[src/rtl/awgn_sched_pkg.sv]
// Shared types and constants for the AWGN core sequencer / sample scheduler.
package awgn_sched_pkg;

  typedef enum logic [1:0] {
    ST_IDLE,
    ST_WARMUP,
    ST_RUN
  } state_t;

  localparam int unsigned SEED_W    = 32;
  localparam int unsigned NUM_SEEDS = 6;
  localparam int unsigned SAMPLE_W  = 32;

endpackage

[src/rtl/awgn_sched_ctlr_if.sv]
// Consumer-side bus: per-consumer request, one-hot grant and granted sample pair.
interface awgn_sched_ctlr_if
  import awgn_sched_pkg::*;
#(
  parameter int unsigned NUM_REQ = 2
) ();

  logic [NUM_REQ-1:0]  req;
  logic [NUM_REQ-1:0]  gnt;
  logic [SAMPLE_W-1:0] sample_out;

  modport master (input req, output gnt, output sample_out);
  modport slave  (output req, input gnt, input sample_out);

endinterface

[src/rtl/awgn_pair_fifo.sv]
// Synchronous FIFO for {awgn_1,awgn_0} sample pairs; head is presented combinationally.
module awgn_pair_fifo #(
  parameter int unsigned DEPTH = 8,
  parameter int unsigned WIDTH = 32
) (
  input  logic                     clk,
  input  logic                     reset,
  input  logic                     flush,
  input  logic                     push,
  input  logic                     pop,
  input  logic [WIDTH-1:0]         din,
  output logic [WIDTH-1:0]         dout,
  output logic                     full,
  output logic                     empty,
  output logic [$clog2(DEPTH):0]   level
);

  localparam int unsigned AW = $clog2(DEPTH);

  logic [WIDTH-1:0] mem [DEPTH];
  logic [AW-1:0]    rd_ptr;
  logic [AW-1:0]    wr_ptr;
  logic             do_push;
  logic             do_pop;

  assign full    = (level == (AW+1)'(DEPTH));
  assign empty   = (level == '0);
  assign dout    = mem[rd_ptr];
  // A push into a full FIFO is legal only when a pop frees the slot in the same cycle.
  assign do_pop  = pop && !empty;
  assign do_push = push && (!full || do_pop);

  // Storage write
  always_ff @(posedge clk) begin
    if (do_push) mem[wr_ptr] <= din;
  end

  // Pointer and occupancy tracking
  always_ff @(posedge clk) begin
    if (reset || flush) begin
      rd_ptr <= '0;
      wr_ptr <= '0;
      level  <= '0;
    end else begin
      if (do_push) wr_ptr <= wr_ptr + 1'b1;
      if (do_pop)  rd_ptr <= rd_ptr + 1'b1;
      case ({do_push, do_pop})
        2'b10:   level <= level + 1'b1;
        2'b01:   level <= level - 1'b1;
        default: level <= level;
      endcase
    end
  end

endmodule

[src/rtl/awgn_sched_ctlr.sv]
// Box-Muller AWGN core sequencer: seed bank, IDLE/WARMUP/RUN control, sample-pair FIFO
// and round-robin hand-out to NUM_REQ consumers.
// Optional build macro AWGN_DROP_CNT_EN adds drop_cnt (pairs dropped on a full FIFO).
module awgn_sched_ctlr
  import awgn_sched_pkg::*;
#(
  parameter int unsigned NUM_REQ  = 2,
  parameter int unsigned FIFO_DEP = 8,
  parameter int unsigned PIPE_LAT = 12
) (
  input  logic                          clk,
  input  logic                          reset,
  input  logic                          start,
  input  logic                          stop,
  input  logic                          seed_we,
  input  logic [2:0]                    seed_idx,
  input  logic [SEED_W-1:0]             seed_wdata,
  output logic                          core_reset,
  output logic [NUM_SEEDS*SEED_W-1:0]   urng_seed,
  input  logic [15:0]                   awgn_in_0,
  input  logic [15:0]                   awgn_in_1,
  awgn_sched_ctlr_if.master             cons,
  output logic                          busy,
  output logic [$clog2(FIFO_DEP):0]     fifo_level
`ifdef AWGN_DROP_CNT_EN
  ,
  output logic [15:0]                   drop_cnt
`endif
);

  localparam int unsigned CW = (PIPE_LAT > 1) ? $clog2(PIPE_LAT) : 1;
  localparam int unsigned PW = $clog2(NUM_REQ);

  state_t                       state;
  state_t                       state_nxt;
  logic [CW-1:0]                warm_cnt;
  logic [NUM_SEEDS*SEED_W-1:0]  seed_bank;
  logic [PW-1:0]                rr_ptr;
  logic [PW-1:0]                gnt_idx;
  logic                         found;
  logic                         go;
  logic                         halt;
  logic                         warm_done;
  logic                         fifo_push;
  logic                         fifo_pop;
  logic                         fifo_full;
  logic                         fifo_empty;
  logic [SAMPLE_W-1:0]          fifo_dout;

  assign go        = start && !stop && (state == ST_IDLE);
  assign halt      = stop && (state != ST_IDLE);
  assign warm_done = (warm_cnt == CW'(PIPE_LAT - 1));
  assign fifo_pop  = !fifo_empty && (|cons.req) && !halt;
  assign fifo_push = (state == ST_RUN) && !halt && (!fifo_full || fifo_pop);
  assign urng_seed = seed_bank;

  // State register
  always_ff @(posedge clk) begin
    if (reset) state <= ST_IDLE;
    else       state <= state_nxt;
  end

  // Next-state decode; stop outranks start
  always_comb begin
    state_nxt = state;
    case (state)
      ST_IDLE:   if (go) state_nxt = ST_WARMUP;
      ST_WARMUP: if (halt) state_nxt = ST_IDLE;
                 else if (warm_done) state_nxt = ST_RUN;
      ST_RUN:    if (halt) state_nxt = ST_IDLE;
      default:   state_nxt = ST_IDLE;
    endcase
  end

  // Core control outputs from state
  always_comb begin
    core_reset = (state == ST_IDLE);
    busy       = (state != ST_IDLE);
  end

  // Warm-up counter: counts only in WARMUP, parks at zero elsewhere
  always_ff @(posedge clk) begin
    if (reset) warm_cnt <= '0;
    else if ((state == ST_WARMUP) && !halt && !warm_done) warm_cnt <= warm_cnt + 1'b1;
    else warm_cnt <= '0;
  end

  // Seed bank, writable only while the core is held in reset
  always_ff @(posedge clk) begin
    if (reset) begin
      seed_bank <= '0;
    end else if (seed_we && (state == ST_IDLE)) begin
      for (int unsigned i = 0; i < NUM_SEEDS; i++)
        if (seed_idx == 3'(i)) seed_bank[i*SEED_W +: SEED_W] <= seed_wdata;
    end
  end

  // Round-robin pick: first requester at or above rr_ptr, else first below it
  always_comb begin
    found   = 1'b0;
    gnt_idx = '0;
    for (int unsigned i = 0; i < NUM_REQ; i++)
      if (!found && (i >= 32'(rr_ptr)) && cons.req[i]) begin
        found   = 1'b1;
        gnt_idx = PW'(i);
      end
    for (int unsigned i = 0; i < NUM_REQ; i++)
      if (!found && (i < 32'(rr_ptr)) && cons.req[i]) begin
        found   = 1'b1;
        gnt_idx = PW'(i);
      end
  end

  // Registered grant, sample hand-out and pointer advance
  always_ff @(posedge clk) begin
    if (reset) begin
      cons.gnt        <= '0;
      cons.sample_out <= '0;
      rr_ptr          <= '0;
    end else begin
      cons.gnt <= '0;
      if (fifo_pop) begin
        cons.gnt        <= NUM_REQ'(1) << gnt_idx;
        cons.sample_out <= fifo_dout;
        rr_ptr          <= (gnt_idx == PW'(NUM_REQ - 1)) ? '0 : gnt_idx + 1'b1;
      end
    end
  end

`ifdef AWGN_DROP_CNT_EN
  logic drop;
  assign drop = (state == ST_RUN) && !halt && fifo_full && !fifo_pop;

  // Saturating count of pairs lost to a full FIFO; restarts with each run
  always_ff @(posedge clk) begin
    if (reset || go) drop_cnt <= '0;
    else if (drop && (drop_cnt != '1)) drop_cnt <= drop_cnt + 1'b1;
  end
`endif

  awgn_pair_fifo #(
    .DEPTH (FIFO_DEP),
    .WIDTH (SAMPLE_W)
  ) u_fifo (
    .clk   (clk),
    .reset (reset),
    .flush (halt),
    .push  (fifo_push),
    .pop   (fifo_pop),
    .din   ({awgn_in_1, awgn_in_0}),
    .dout  (fifo_dout),
    .full  (fifo_full),
    .empty (fifo_empty),
    .level (fifo_level)
  );

endmodule
[src/flat_wrapper.sv]
// flat-port wrapper written by rule: the top's interface ports become plain ports
module awgn_sched_ctlr_flat import awgn_sched_pkg::*;
#(
  parameter int unsigned NUM_REQ  = 2,
  parameter int unsigned FIFO_DEP = 8,
  parameter int unsigned PIPE_LAT = 12
)
  (clk, reset, start, stop, seed_we, seed_idx, seed_wdata, core_reset, urng_seed, awgn_in_0, awgn_in_1, busy, fifo_level, cons_req, cons_gnt, cons_sample_out);
  awgn_sched_ctlr_if #(.NUM_REQ(NUM_REQ)) cons_i ();
  input  logic clk;
  input  logic reset;
  input  logic start;
  input  logic stop;
  input  logic seed_we;
  input  logic [2:0] seed_idx;
  input  logic [SEED_W-1:0] seed_wdata;
  output logic core_reset;
  output logic [NUM_SEEDS*SEED_W-1:0] urng_seed;
  input  logic [15:0] awgn_in_0;
  input  logic [15:0] awgn_in_1;
  output logic busy;
  output logic [$clog2(FIFO_DEP):0] fifo_level;
  input wire logic [$bits(cons_i.req)-1:0] cons_req;
  output wire logic [$bits(cons_i.gnt)-1:0] cons_gnt;
  output wire logic [$bits(cons_i.sample_out)-1:0] cons_sample_out;
  assign cons_i.req = cons_req;
  assign cons_gnt = cons_i.gnt;
  assign cons_sample_out = cons_i.sample_out;
  awgn_sched_ctlr #(.NUM_REQ(NUM_REQ), .FIFO_DEP(FIFO_DEP), .PIPE_LAT(PIPE_LAT)) u_core (.clk(clk), .reset(reset), .start(start), .stop(stop), .seed_we(seed_we), .seed_idx(seed_idx), .seed_wdata(seed_wdata), .core_reset(core_reset), .urng_seed(urng_seed), .awgn_in_0(awgn_in_0), .awgn_in_1(awgn_in_1), .cons(cons_i), .busy(busy), .fifo_level(fifo_level));
endmodule
[config.mk]
export PLATFORM = sky130hd
export DESIGN_NAME = awgn_sched_ctlr_flat
export DESIGN_NICKNAME = d
export VERILOG_FILES = /design/src/rtl/awgn_sched_pkg.sv /design/src/rtl/awgn_sched_ctlr_if.sv /design/src/rtl/awgn_pair_fifo.sv /design/src/rtl/awgn_sched_ctlr.sv /design/src/flat_wrapper.sv
export SDC_FILE = /design/constraint.sdc
export NUM_CORES = 1
export LEC_CHECK = 0
export CAP_MARGIN = 20
export CORE_ASPECT_RATIO = 0.75
export CORE_MARGIN = 2
export CORE_UTILIZATION = 45
export CTS_CLUSTER_DIAMETER = 100
export DETAILED_ROUTE_END_ITERATION = 12
export PLACE_DENSITY = 0.75
export SYNTH_ARGS = -nofsm -noshare
export SYNTH_HDL_FRONTEND = slang
export SYNTH_HIERARCHICAL = 1
export SYNTH_SLANG_ARGS = --single-unit
[constraint.sdc]
create_clock -name clk -period 7.91 [get_ports clk]
set_input_delay 1.1865 -clock clk [delete_from_list [all_inputs] [get_ports clk]]
set_output_delay 1.1865 -clock clk [all_outputs]
set_load 0.01 [all_outputs]
Yosys cells after proc, flatten, opt, wreduce, memory -nomap -nowiden
Memories as Yosys holds them, arrays and structs flattened. A register that Yosys moved wholly into a read port is not among the register bits. Cells that the tools add are included.

Reduce and logical (&&, ||, !) cells: 41. Add/sub/neg operators: 6. Multiplexer cells: 13. Shift operators: 1. Equality and inequality tests: 14. Bitwise gates (word level): 2. $lt $le $gt $ge: 2.

Operators with widths (count): 1-bit logical AND (16); 2-bit AND reduction (6); 4-bit by 1-bit adder with 4-bit output, second input constant (2); 4-bit == test, second input constant (2); 2-bit 2-to-1 mux (4); 4-bit one-hot mux with 2 select lines (1); 1-bit zero test (7); 1-bit 2-to-1 mux (7); 3-bit by 1-bit adder with 3-bit output, second input constant (2); 3-bit by 2-bit == test with 1-bit output, second input constant (2); 3-bit == test, second input constant (2); 2-bit one-hot mux with 3 select lines (1); 2-bit OR reduction (3); 2-bit by 1-bit == test with 1-bit output, second input constant (2); 2-bit == test, second input constant (2); 4-bit zero test (1); 2-bit by 1-bit != test with 1-bit output, second input constant (2); 2-bit nonzero test (2); 4-bit by 1-bit subtractor with 4-bit output, second input constant (1); 3-bit by 1-bit == test with 1-bit output, second input constant (1); 3-bit zero test (1); 1-bit logical OR (3); 3-bit by 1-bit != test with 1-bit output, second input constant (1); 3-bit AND reduction (1); 6 further kinds (7).

Bits in registers: 211. Logic and storage cells: 93. Output and inout bits: 232. Memories kept: 1. Bits in writable memories: 256.

Memory list: u_core.u_fifo.mem (words 8, bits a word 32, rd ports 1, clocked after Yosys merged registers in 1, write ports 1, RTL line awgn_pair_fifo.sv:20) `logic [WIDTH-1:0] mem [DEPTH];`.

Depth between registers and ports, before layout
Depth in word-level cells: 12. Mapped depth: 15.

Hierarchy
Netlist, hierarchy kept.

Modules (own cells, without submodules): awgn_pair_fifo (cells an instance 457, area an instance 10393.7 um^2, times used 1); awgn_sched_ctlr (cells an instance 845, area an instance 8575.7 um^2, times used 1).

Least setup slack after synthesis
OpenSTA, ideal clock, no wires.

Path type: input-to-reg. From: input port stop. To: memory u_core.u_fifo.mem[0][0] (enable). Setup slack: 1.985 ns. Cell stages on the path: 6. Library setup time: 0.501 ns. Data arrival time: 5.424 ns. Buffers on the path: 1. Path through: o21a_1 -> or3_4 -> a2111oi_2 -> buf_2 -> o21ai_4 -> nor4_1.

Cells in the longest elaborated chain, start to end: 8. Elaborated cells on any way between the ends: 11. Those cells by class: mux: 2; reduce/logical: 9.

Ends and longest elaborated chain: from (decl) (RTL line flat_wrapper.sv:13) `input logic stop;`; 1-bit logical AND * (RTL line awgn_sched_ctlr.sv:51) `assign halt = stop && (state != ST_IDLE);`; 1-bit zero test * (RTL line awgn_sched_ctlr.sv:53, awgn_sched_ctlr.sv:54); 1-bit logical AND (RTL line awgn_sched_ctlr.sv:53) `assign fifo_pop = !fifo_empty && (|cons.req) && !halt;`; 1-bit logical OR (RTL line awgn_sched_ctlr.sv:54) `assign fifo_push = (state == ST_RUN) && !halt && (!fifo_full || fifo_pop);`; 1-bit logical AND * (RTL line awgn_sched_ctlr.sv:54); net u_core.fifo_push (RTL line awgn_sched_ctlr.sv:44) `logic fifo_push;`; 1-bit logical AND * (RTL line awgn_pair_fifo.sv:31) `assign do_push = push && (!full || do_pop);`; 1-bit 2-to-1 mux * (RTL line awgn_pair_fifo.sv:35) `if (do_push) mem[wr_ptr] <= din;`; 1-bit 2-to-1 mux (implied by the code) * (RTL line awgn_pair_fifo.sv:35); to (decl) (RTL line awgn_pair_fifo.sv:20).

The timed path passes the listed nets; every way through them passes the cells marked *.

Final worst setup path
From: input port stop. To: memory u_core.u_fifo.mem[2][5] (enable).

Cells in the longest elaborated chain, start to end: 8. Elaborated cells on any way between the ends: 11. Those cells by class: mux: 2; reduce/logical: 9.

Ends and longest elaborated chain: 1-bit logical AND * (RTL line awgn_sched_ctlr.sv:51); net u_core.halt (RTL line awgn_sched_ctlr.sv:42) `logic halt;`; 1-bit zero test * (RTL line awgn_sched_ctlr.sv:53, awgn_sched_ctlr.sv:54); 1-bit logical AND (RTL line awgn_sched_ctlr.sv:53); 1-bit logical OR (RTL line awgn_sched_ctlr.sv:54); 1-bit logical AND * (RTL line awgn_sched_ctlr.sv:54); net u_core.fifo_push (RTL line awgn_sched_ctlr.sv:44); 1-bit logical AND * (RTL line awgn_pair_fifo.sv:31); 1-bit 2-to-1 mux * (RTL line awgn_pair_fifo.sv:35); 1-bit 2-to-1 mux (implied by the code) * (RTL line awgn_pair_fifo.sv:35).

Marked as above.

==> summary.txt <==
clock latency on the worst-skew pair - 580 ps
antenna-violating nets left - 0
Power per Cell Area - 216.7 nW/um^2
pin count of the biggest net entering global routing - 87
RSZ-0062 raised after global routing - false
num ports - 306
clk buf depth - 3
maxcap violations - 0
first-pass GRT wire length - 69.13 mm
via/cell ratio - 5.157
vias in the first global route - 11,697
Vias - 11,413
Post-CTS Setup Bufs - 0
synth warn - 6
Synthesized Nets - 1,382
CTS tree - built
gpl congestion - 0.7811
DRT Pass-1 Iters - 5
H-Tree Depth - 2
total power - 5.227 mW
Die W - 241.1 um
TritonCTS Buffers - 49
GRT Util Overall - 0.2061
Total Wirelength - 45.72 mm
crit path kind - in -> reg
status - finished clean
CP endpoint kind - register
die area - 43,830 sq um
most common flop cell mapped by yosys - edfxtp_1
Fmax - 0.2388 GHz
mapped cell area - 18,970 sq um
r2r setup slk - 4130 ps
WP data arrival - 4390 ps
final setup margin - 3723 ps
fin crit share - 0.5293
Pins Over Slew Limit - 0
CP Data Required Time - 8110 ps
R2R depth - 8
Initial Util - 0.4538
CTS Root Cell - clkbuf_16
hold_buf cts - 0
Hold Fails Final Rpt - 0
post-cts resize count - 0
core outline area - 41,800 sq um
die height - 181.8 um
crit-path cells - clkdlybuf4s50_1, o21a_1, or3_4, a2111oi_2, clkbuf_4, o211ai_1, nor3_2, buf_4
Final Critical Period - 4187 ps
DR iter-0 viols - 665
CTS Sinks - 502
# nets final - 1,683
Reg clk slew, reported paths - 60 ps
largest vdd supply drop - 0.1609 mV
Rows - 65
CP Launch Type - input pin
Final Non-Filler Cells - 2,213
leakage - 8.978 nW
Slew HR - 0.2645
Seq/Total Area, Yosys - 0.6649
layout cells sized above 1 - 0.1358
initial antenna violation count - 3
number of cells on the worst hold path - 1
Slowest-stage cell, CP - nor3_2
Inst Count DP - 2,118
setup total negative slack - 0 ps
FF+latch count, synth - 502
WL per Instance - 20.66 um
Worst-Margin Slew - 1103 ps
worst hold path type - reg -> reg
# port buffers - 305
Place WS - 2570 ps
asr flop ratio synth - 0
Post-synth EDFFs - 256
max incr delay on CP - 630 ps
total grt overflow - 0
Critical Path Fanout Max - 24
Yosys cell types - 52
cells after synthesis - 1,302
Setup violations, final - 0
Clock Skew - 23.32 ps
area grow syn2layout - 27.15%
Avg Inst Size Synth - 14.57 sq um
detailed placement HPWL - 29.00 mm
# DRC - 0
==> kinds of logic after synthesis <==
| logic type | synth area share |
|---|---|
| flops | 0.6649 |
| simple gates | 0.07631 |
| mux | 0.2154 |
| buf+inv | 0.02539 |
| compound gates | 0.009564 |
| xor+xnor | 0.004155 |
| fa+ha+maj | 0.004353 |
==> where the power goes <==
part	internal, mW	switching, mW
Sequential	2.75	0.0122
Combinational	0.0915	0.113
Clock	1.27	0.988
==> Yosys cell counts, drive strengths merged, types with 5 or more instances <==
cell type	number	area share
a21oi	5	0.0013
buf	42	0.016
clkbuf	36	0.0072
dfxtp	246	0.26
edfxtp	256	0.41
ha	5	0.0033
inv	8	0.0016
mux2	33	0.020
mux2i	227	0.12
mux4	64	0.076
nand2	292	0.058
nand2b	5	0.0016
nand3	5	0.0013
nor2	20	0.0040
nor3	8	0.0024
xor2	5	0.0023
==> worst max-delay path, delay by kind of cell <==
kind | cells | cell delay [ps]
compound gates | 3 | 840
buf+inv | 3 | 1300
simple gates | 2 | 1040
==> path summary, 6_finish.rpt <==
kind	startpoint	endpoint
worst max-delay path	stop	u_core/u_fifo/mem[2][5]$_DFFE_PP_
worst min register to register	u_core/warm_cnt[0]$_SDFF_PP0_	u_core/warm_cnt[0]$_SDFF_PP0_
worst max register to register	u_core/u_fifo/level[0]$_SDFFE_PP0P_	u_core/u_fifo/mem[2][5]$_DFFE_PP_
worst min-delay path	u_core/warm_cnt[0]$_SDFF_PP0_	u_core/warm_cnt[0]$_SDFF_PP0_
==> sequential cells by signal (all words and copies together) (netlist names), 2 cells and up, named ones only <==
register	cells
u_core/u_fifo/rd_ptr	3
u_core/state	2
u_core/u_fifo/mem	256
u_core/warm_cnt	4
u_core/u_fifo/wr_ptr	3
u_core/u_fifo/level	4
u_core/cons.sample_out	32
u_core/cons.gnt	2
u_core/urng_seed	192
==> per-stage QoR <==
| stage | instance area, sq um | hold slack (ps) | utilization |
|---|---|---|---|
| floorplan | 18970 | 417.6 | - |
| global placement | 22500 | 432.7 | 0.5383 |
| detailed placement | 22500 | 441.1 | 0.5383 |
| CTS | 24070 | 450.0 | 0.5758 |
| global route | 24120 | 462.8 | 0.5769 |
| finish | 24120 | 445.5 | 0.5770 |
==> layout by cell type, fill, tap and decap left out, types with 4 or more instances in the layout <==
cell type        count
clkdlybuf4s50_1    305
nand2_1            290
edfxtp_1           256
dfxtp_1            244
mux2i_1            227
mux4_2              64
clkbuf_16           51
mux2_2              33
buf_4               20
nor2_1              17
clkbuf_1            14
clkinv_2             9
clkbuf_8             8
inv_1                7
nor3_2               5
nand2b_1             5
a21oi_1              5
xor2_1               5
ha_1                 5
nor2b_1              4
xnor2_1              4
==> layout make-up <==
type	count	area, sq um
Multi-Input combinational cell	713	5924
Timing Repair Buffer	328	3246
Fill cell	3284	17680
Clock buffer	74	1446
Clock inverter	16	122.6
Sequential cell	502	12620
Antenna cell	2	5.005
Tap cell	569	711.9
Inverter	9	46.29
==> metal layers <==
metal  global-route usage  vias to the layer above  wire length, um  share of wire
met4              0.06864                        2             1362          0.030
met1               0.2823                     5748            20190           0.44
met3              0.04576                       86             2524          0.055
met2               0.3262                      285            21630           0.47
met5                    0                        -               11        0.00024
li1                     -                     5292                -              -
(Power assumes the default switching activity.)
